$ cat config.mk
export PLATFORM = sky130hd
export DESIGN_NAME = csr_timer_irq
export DESIGN_NICKNAME = d
export VERILOG_FILES = /design/src/rtl/csr_timer_irq.sv
export SDC_FILE = /design/constraint.sdc
export NUM_CORES = 1
export LEC_CHECK = 0
export ABC_AREA = 1
export BUFFER_PORTS_ARGS = -buffer_cell sky130_fd_sc_hd__buf_2
export CAP_MARGIN = 30
export CORE_ASPECT_RATIO = 0.6
export CORE_UTILIZATION = 40
export DETAILED_ROUTE_END_ITERATION = 8
export MAX_ROUTING_LAYER = met4
export PLACE_DENSITY = 0.61
export SETUP_SLACK_MARGIN = 0.05
export SLEW_MARGIN = 10
export SYNTH_ARGS = -nofsm -noshare
export SYNTH_HDL_FRONTEND = slang
export SYNTH_SLANG_ARGS = --single-unit
$ cat constraint.sdc
create_clock -name clk -period 6.33 [get_ports clk]
set_clock_uncertainty 0.15 [all_clocks]
set_input_delay 0.3165 -clock clk [delete_from_list [all_inputs] [get_ports clk]]
set_output_delay 0.3165 -clock clk [all_outputs]
set_load 0.02 [all_outputs]
$ cat src/rtl/csr_timer_irq.sv
// Countdown timers and synchronised hardware interrupt lines behind a small CSR window.
// Provides read data and hit for its own addresses and drives the interrupt pending vectors.
module csr_timer_irq #(
    parameter int          NTIMER   = 1,
    parameter int          TIMER_W  = 32,
    parameter int          HWI_N    = 8,
    parameter logic [7:0]  HWI_EDGE = 8'h00,
    parameter logic [13:0] CSR_BASE = 14'h41
) (
    input  logic                clk,
    input  logic                rst,
    input  logic                csr_we,
    input  logic [13:0]         csr_num,
    input  logic [31:0]         csr_wmask,
    input  logic [31:0]         csr_wvalue,
    output logic [31:0]         csr_rvalue,
    output logic                csr_hit,
    input  logic [HWI_N-1:0]    hw_int_in,
    output logic [NTIMER-1:0]   timer_int,
    output logic [HWI_N-1:0]    hwi_pend
);
    localparam logic [13:0]        HWISTAT_OFF = 14'(4 * NTIMER);
    localparam logic [13:0]        HWICLR_OFF  = 14'(4 * NTIMER + 1);
    localparam logic [HWI_N-1:0]   EDGE_MASK   = HWI_EDGE[HWI_N-1:0];
    localparam logic [TIMER_W-1:0] CNT_ONE     = 1;

    logic                w_in_win;
    logic [13:0]         w_off;
    logic [NTIMER-1:0]   w_grp_sel;
    logic [TIMER_W-1:0]  w_cfg_rd [NTIMER];
    logic [TIMER_W-1:0]  w_cnt_rd [NTIMER];

    assign w_in_win = (csr_num >= CSR_BASE);
    assign w_off    = csr_num - CSR_BASE;

    genvar gi;
    generate
        for (gi = 0; gi < NTIMER; gi++) begin : g_timer
            logic [TIMER_W-1:0] r_cfg;
            logic [TIMER_W-1:0] r_count;
            logic               r_armed;
            logic               r_fire;
            logic               r_tint;
            logic [TIMER_W-1:0] w_cfg_new;
            logic               w_cfg_we;
            logic               w_clr;

            assign w_grp_sel[gi] = w_in_win && (w_off[13:2] == 12'(gi));
            assign w_cfg_we  = csr_we && w_grp_sel[gi] && (w_off[1:0] == 2'd0);
            assign w_clr     = csr_we && w_grp_sel[gi] && (w_off[1:0] == 2'd3)
                               && csr_wmask[0] && csr_wvalue[0];
            assign w_cfg_new = (csr_wmask[TIMER_W-1:0] & csr_wvalue[TIMER_W-1:0])
                             | (~csr_wmask[TIMER_W-1:0] & r_cfg);

            // Expiry is registered once more, so timer_int rises the edge after the reload.
            always_ff @(posedge clk or posedge rst) begin
                if (rst) begin
                    r_cfg   <= '0;
                    r_count <= '1;
                    r_armed <= 1'b0;
                    r_fire  <= 1'b0;
                    r_tint  <= 1'b0;
                end else begin
                    r_fire <= 1'b0;
                    if (w_cfg_we) begin
                        r_cfg <= w_cfg_new;
                        if (w_cfg_new[0]) begin
                            r_count <= {w_cfg_new[TIMER_W-1:2], 2'b00};
                            r_armed <= 1'b1;
                        end
                    end else if (r_cfg[0] && r_armed) begin
                        if (r_count != '0) begin
                            r_count <= r_count - CNT_ONE;
                        end else begin
                            r_fire <= 1'b1;
                            if (r_cfg[1]) begin
                                r_count <= {r_cfg[TIMER_W-1:2], 2'b00};
                            end else begin
                                r_count <= '1;
                                r_armed <= 1'b0;
                            end
                        end
                    end
                    r_tint <= r_fire | (r_tint & ~w_clr);
                end
            end

            assign w_cfg_rd[gi]  = r_cfg;
            assign w_cnt_rd[gi]  = r_count;
            assign timer_int[gi] = r_tint;
        end
    endgenerate

    logic [HWI_N-1:0] r_s1;
    logic [HWI_N-1:0] r_s2;
    logic [HWI_N-1:0] r_s3;
    logic [HWI_N-1:0] r_latch;
    logic [HWI_N-1:0] w_hclr;

    assign w_hclr = (csr_we && w_in_win && (w_off == HWICLR_OFF))
                  ? (csr_wmask[HWI_N-1:0] & csr_wvalue[HWI_N-1:0]) : '0;

    always_ff @(posedge clk or posedge rst) begin
        if (rst) begin
            r_s1    <= '0;
            r_s2    <= '0;
            r_s3    <= '0;
            r_latch <= '0;
        end else begin
            r_s1    <= hw_int_in;
            r_s2    <= r_s1;
            r_s3    <= r_s2;
            r_latch <= EDGE_MASK & ((r_s2 & ~r_s3) | (r_latch & ~w_hclr));
        end
    end

    assign hwi_pend = (EDGE_MASK & r_latch) | (~EDGE_MASK & r_s2);

    always_comb begin
        csr_rvalue = '0;
        csr_hit    = 1'b0;
        for (int n = 0; n < NTIMER; n++) begin
            if (w_grp_sel[n]) begin
                case (w_off[1:0])
                    2'd0: begin csr_hit = 1'b1; csr_rvalue = 32'(w_cfg_rd[n]); end
                    2'd1: begin csr_hit = 1'b1; csr_rvalue = 32'(w_cnt_rd[n]); end
                    2'd3: csr_hit = 1'b1;
                    default: ;
                endcase
            end
        end
        if (w_in_win && (w_off == HWISTAT_OFF)) begin
            csr_hit    = 1'b1;
            csr_rvalue = 32'(hwi_pend);
        end
        if (w_in_win && (w_off == HWICLR_OFF)) begin
            csr_hit = 1'b1;
        end
    end
endmodule

==> metrics.md <==
| Metric | Value |
|---|---|
| Status | finished clean |
| MaxCap Viol Count | 0 |
| IO Pins | 131 |
| CP endpoint kind | flip-flop |
| Crit path from | csr_num[0] |
| Most common cell after layout, fill and taps aside | nand2_1 |
| Final TNS setup | 0 ps |
| Least-Margin Pin Slew | 904 ps |
| Worst Hold Class | primary input to flip-flop |
| Final core utilization | 49.2% |
| Fill cells | 1,527 |
| Crit path DAT | 3590 ps |
| Endpoints failing setup | 0 |
| Crit path to | g_timer[0].r_count[4] |
| Core Area | 14,600 um^2 |
| First-pass GRT wire length | 31,300 um |
| WL/cell | about 15 um |
| Synth Warn # | 0 |
| Initial antenna violation count | 0 |
| DRT Pass-1 Iters | 5 |
| Placed instance area | 6800 um^2 |
| WL final | 19,100 um |
| Area growth syn-to-layout | 19.0% |
| Required @ worst endpoint | 6470 ps |
| Num rows | 34 |
| H-tree levels | 3 |
| Most frequent cells in the layout | nand2_1 (342), buf_2 (130), nor2_1 (94) |
| Largest net degree at the start of global routing | 67 |
| Vias in the first global route | slightly below 6,000 |
| HPWL after DPL | 13,700 um |
| CTS Buf Count | 9 |
| Root Driver | clkbuf_16 |
| Grt total ovfl | 0 |
| Cell taking the most area after synthesis | nand2_1 |
| Cells after Synth | 948 |
| Die X | 161 um |
| Pleak | 3.80 nW |
| Clock Sinks | 83 |
| Critical R2R Launch | g_timer[0].r_count[9] |
| Pins over their slew limit | 0 |
| Worst-path clk slew | ~70 ps |
| Diode count | 0 |
| #FFs+latches synth | 83 |
| Post-CTS Resized | 0 |
| Max FO, Critical Path | 34 |
| Synth area leaders | nand2_1 (21%), dfrtp_1 (21%), dfstp_2 (14%) |
| Die area | 15,600 um^2 |
| DRT iter0 DRCs | between 500 and 600 |
| Achievable clock frequency | approximately 0.29 GHz |
| CP Class | primary input to flip-flop |
| Post-layout instance area | slightly above 7000 um^2 |
| Placer Congestion | approximately 0.93 |
| Via density | 5.15 |
| Vert. Die Dim | 97.3 um |
| R2R Setup Slk | 3340 ps |
| Cts hold-fix bufs | 9 |
| Cell Pwr Density | about 290 nW/um^2 |
| DRC Markers | 0 |
| All-layer global routing usage | a little over a quarter |
| CTS max path bufs | 2 |
| Layout cell share with drive strength beyond 1 | 18.9% |
| R2R depth | 12 |
| Critical path startpoint category | primary input |
| RR Endpoint | g_timer[0].r_count[23] |
| Clk_lat worst skew | approximately 350 ps |
| Initial Util | around 41% |
| DRT antenna net count | 0 |
| Slew headroom | 39.6% |
| Syn nets | 1,043 |
| Nets | 1,160 |
| Post-synth top area share | about a fifth |
| Via count | 6,533 |
| Syn Area/Cell | 6.39 um^2 |
| Peak VDD IR | 0.134 mV |
| Post-synthesis sequential area ratio | 35.0% |
| CTS tree | done |
| Mapped cell area | 6050 um^2 |
| Final Hold Fails | 0 |
| RSZ-0062 raised after global routing | false |
| Cell variety after synth | 33 |
| Period utilisation layout | 54.6% |
| Tmin final | 3450 ps |
| Postcts setup bufs | 0 |
| I/O Buffers | 130 |
-- final cells by class --
| type | count | area, um^2 | share of cell area [%] |
|---|---|---|---|
| Timing Repair Buffer | 147 | 825 | 11.4 |
| Clock inverter | 7 | 51.3 | 0.712 |
| Sequential cell | 83 | 2120 | 29.4 |
| Tap cell | 198 | 248 | 3.44 |
| Clock buffer | 9 | 225 | 3.13 |
| Multi-Input combinational cell | 744 | 3440 | 47.7 |
| Inverter | 80 | 302 | 4.18 |
-- state kept, by name, summed over array words and instances (netlist names), named ones only --
signal	cells
timer_int	1
g_timer.r_count	32
r_s1	8
hwi_pend	8
g_timer.r_cfg	31
g_timer.r_armed	1
g_timer.r_fire	1
-- critical path, cell delays in order --
cell and delay (ps):
buf_2 120, inv_1 120, ha_1 270, nand2_1 110, nand2_1 150, nand2_1 90, nand2_1 80, nand2_1 50
nor2_1 180, nand3_1 150, nor2_4 710, nand4_4 120, buf_4 310, nand2_2 560, nand2_1 130, nand2_1 90
-- power by group --
group,total (mW),leakage [nW],switching (mW),internal (mW)
combinational,1.01,2.83,0.666,0.344
sequential,0.593,0.834,0.0283,0.564
clock,0.500,0.133,0.232,0.269
-- cell families (layout without fill, tap and decap cells) --
| group | after synthesis | count (layout) | synth area share (%) |
|---|---|---|---|
| buffers and inverters | 121 | 243 | 8.27 |
| AOI/OAI and AO/OA | 144 | 144 | 12.3 |
| xor gates and xnor gates | 20 | 20 | 2.89 |
| DFF | 83 | 83 | 35.0 |
| and+or+nand+nor | 574 | 574 | 40.3 |
| adders and majority gates | 6 | 6 | 1.24 |
-- worst min path at each step --
| stage | slack (ps) | cells past startpoint | start | end |
|---|---|---|---|---|
| after CTS | 20 | 3 | csr_wvalue[1] | flip-flop |
| after floorplan | 180 | 0 | r_s1[0] | hwi_pend[0] |
| after global placement | 120 | 2 | rst | r_s1[1] |
| after global routing | 50 | 3 | csr_wvalue[1] | flip-flop |
| after detailed placement | 120 | 2 | rst | r_s1[1] |
| final | 30 | 3 | csr_wvalue[1] | flip-flop |
-- through the flow --
stage               std cells  worst slack (ps)  hold WS, ps  power, mW
floorplan                 948              3740          181       1.34
global placement         1241              2610          115       1.59
detailed placement       1241              2570          119       1.59
CTS                      1266              2630         21.5       2.10
global route             1268              2570         46.7       2.27
finish                   1268              2880         28.9       2.10
-- cells in the mapped netlist --
| cell type | n |
|---|---|
| nor4_1 | 1 |
| and3_1 | 1 |
| o21a_1 | 1 |
| xor2_1 | 8 |
| buf_4 | 1 |
| o22ai_1 | 10 |
| buf_2 | 16 |
| or2_2 | 2 |
| nor2_4 | 3 |
| clkinv_1 | 3 |
| ha_1 | 6 |
| buf_1 | 4 |
| xnor2_1 | 12 |
| a21oi_1 | 49 |
| nor2_1 | 94 |
| a22oi_1 | 4 |
| nand4_1 | 44 |
| o21ai_0 | 80 |
| nor2_2 | 1 |
| nand3_1 | 70 |
| inv_1 | 74 |
| nand3b_1 | 1 |
| dfstp_2 | 32 |
| nand2_2 | 2 |
| dfrtp_1 | 51 |
| clkbuf_1 | 17 |
| nand4_2 | 1 |
| buf_6 | 3 |
| nand4_4 | 1 |
| inv_2 | 3 |
| nor3_2 | 1 |
| nor3_1 | 10 |
| nand2_1 | 342 |
-- per-layer routing --
metal / GRT usage, % / up-vias / share of wire, %
li1: - / 3330 / -
met1: 41.9 / 2908 / 55
met2: 32.2 / 285 / 35
met3: 6.02 / 10 / 9.4
met4: 4.21 / 0 / 0.60
met5: - / - / 0
(Power assumes the default switching activity.)
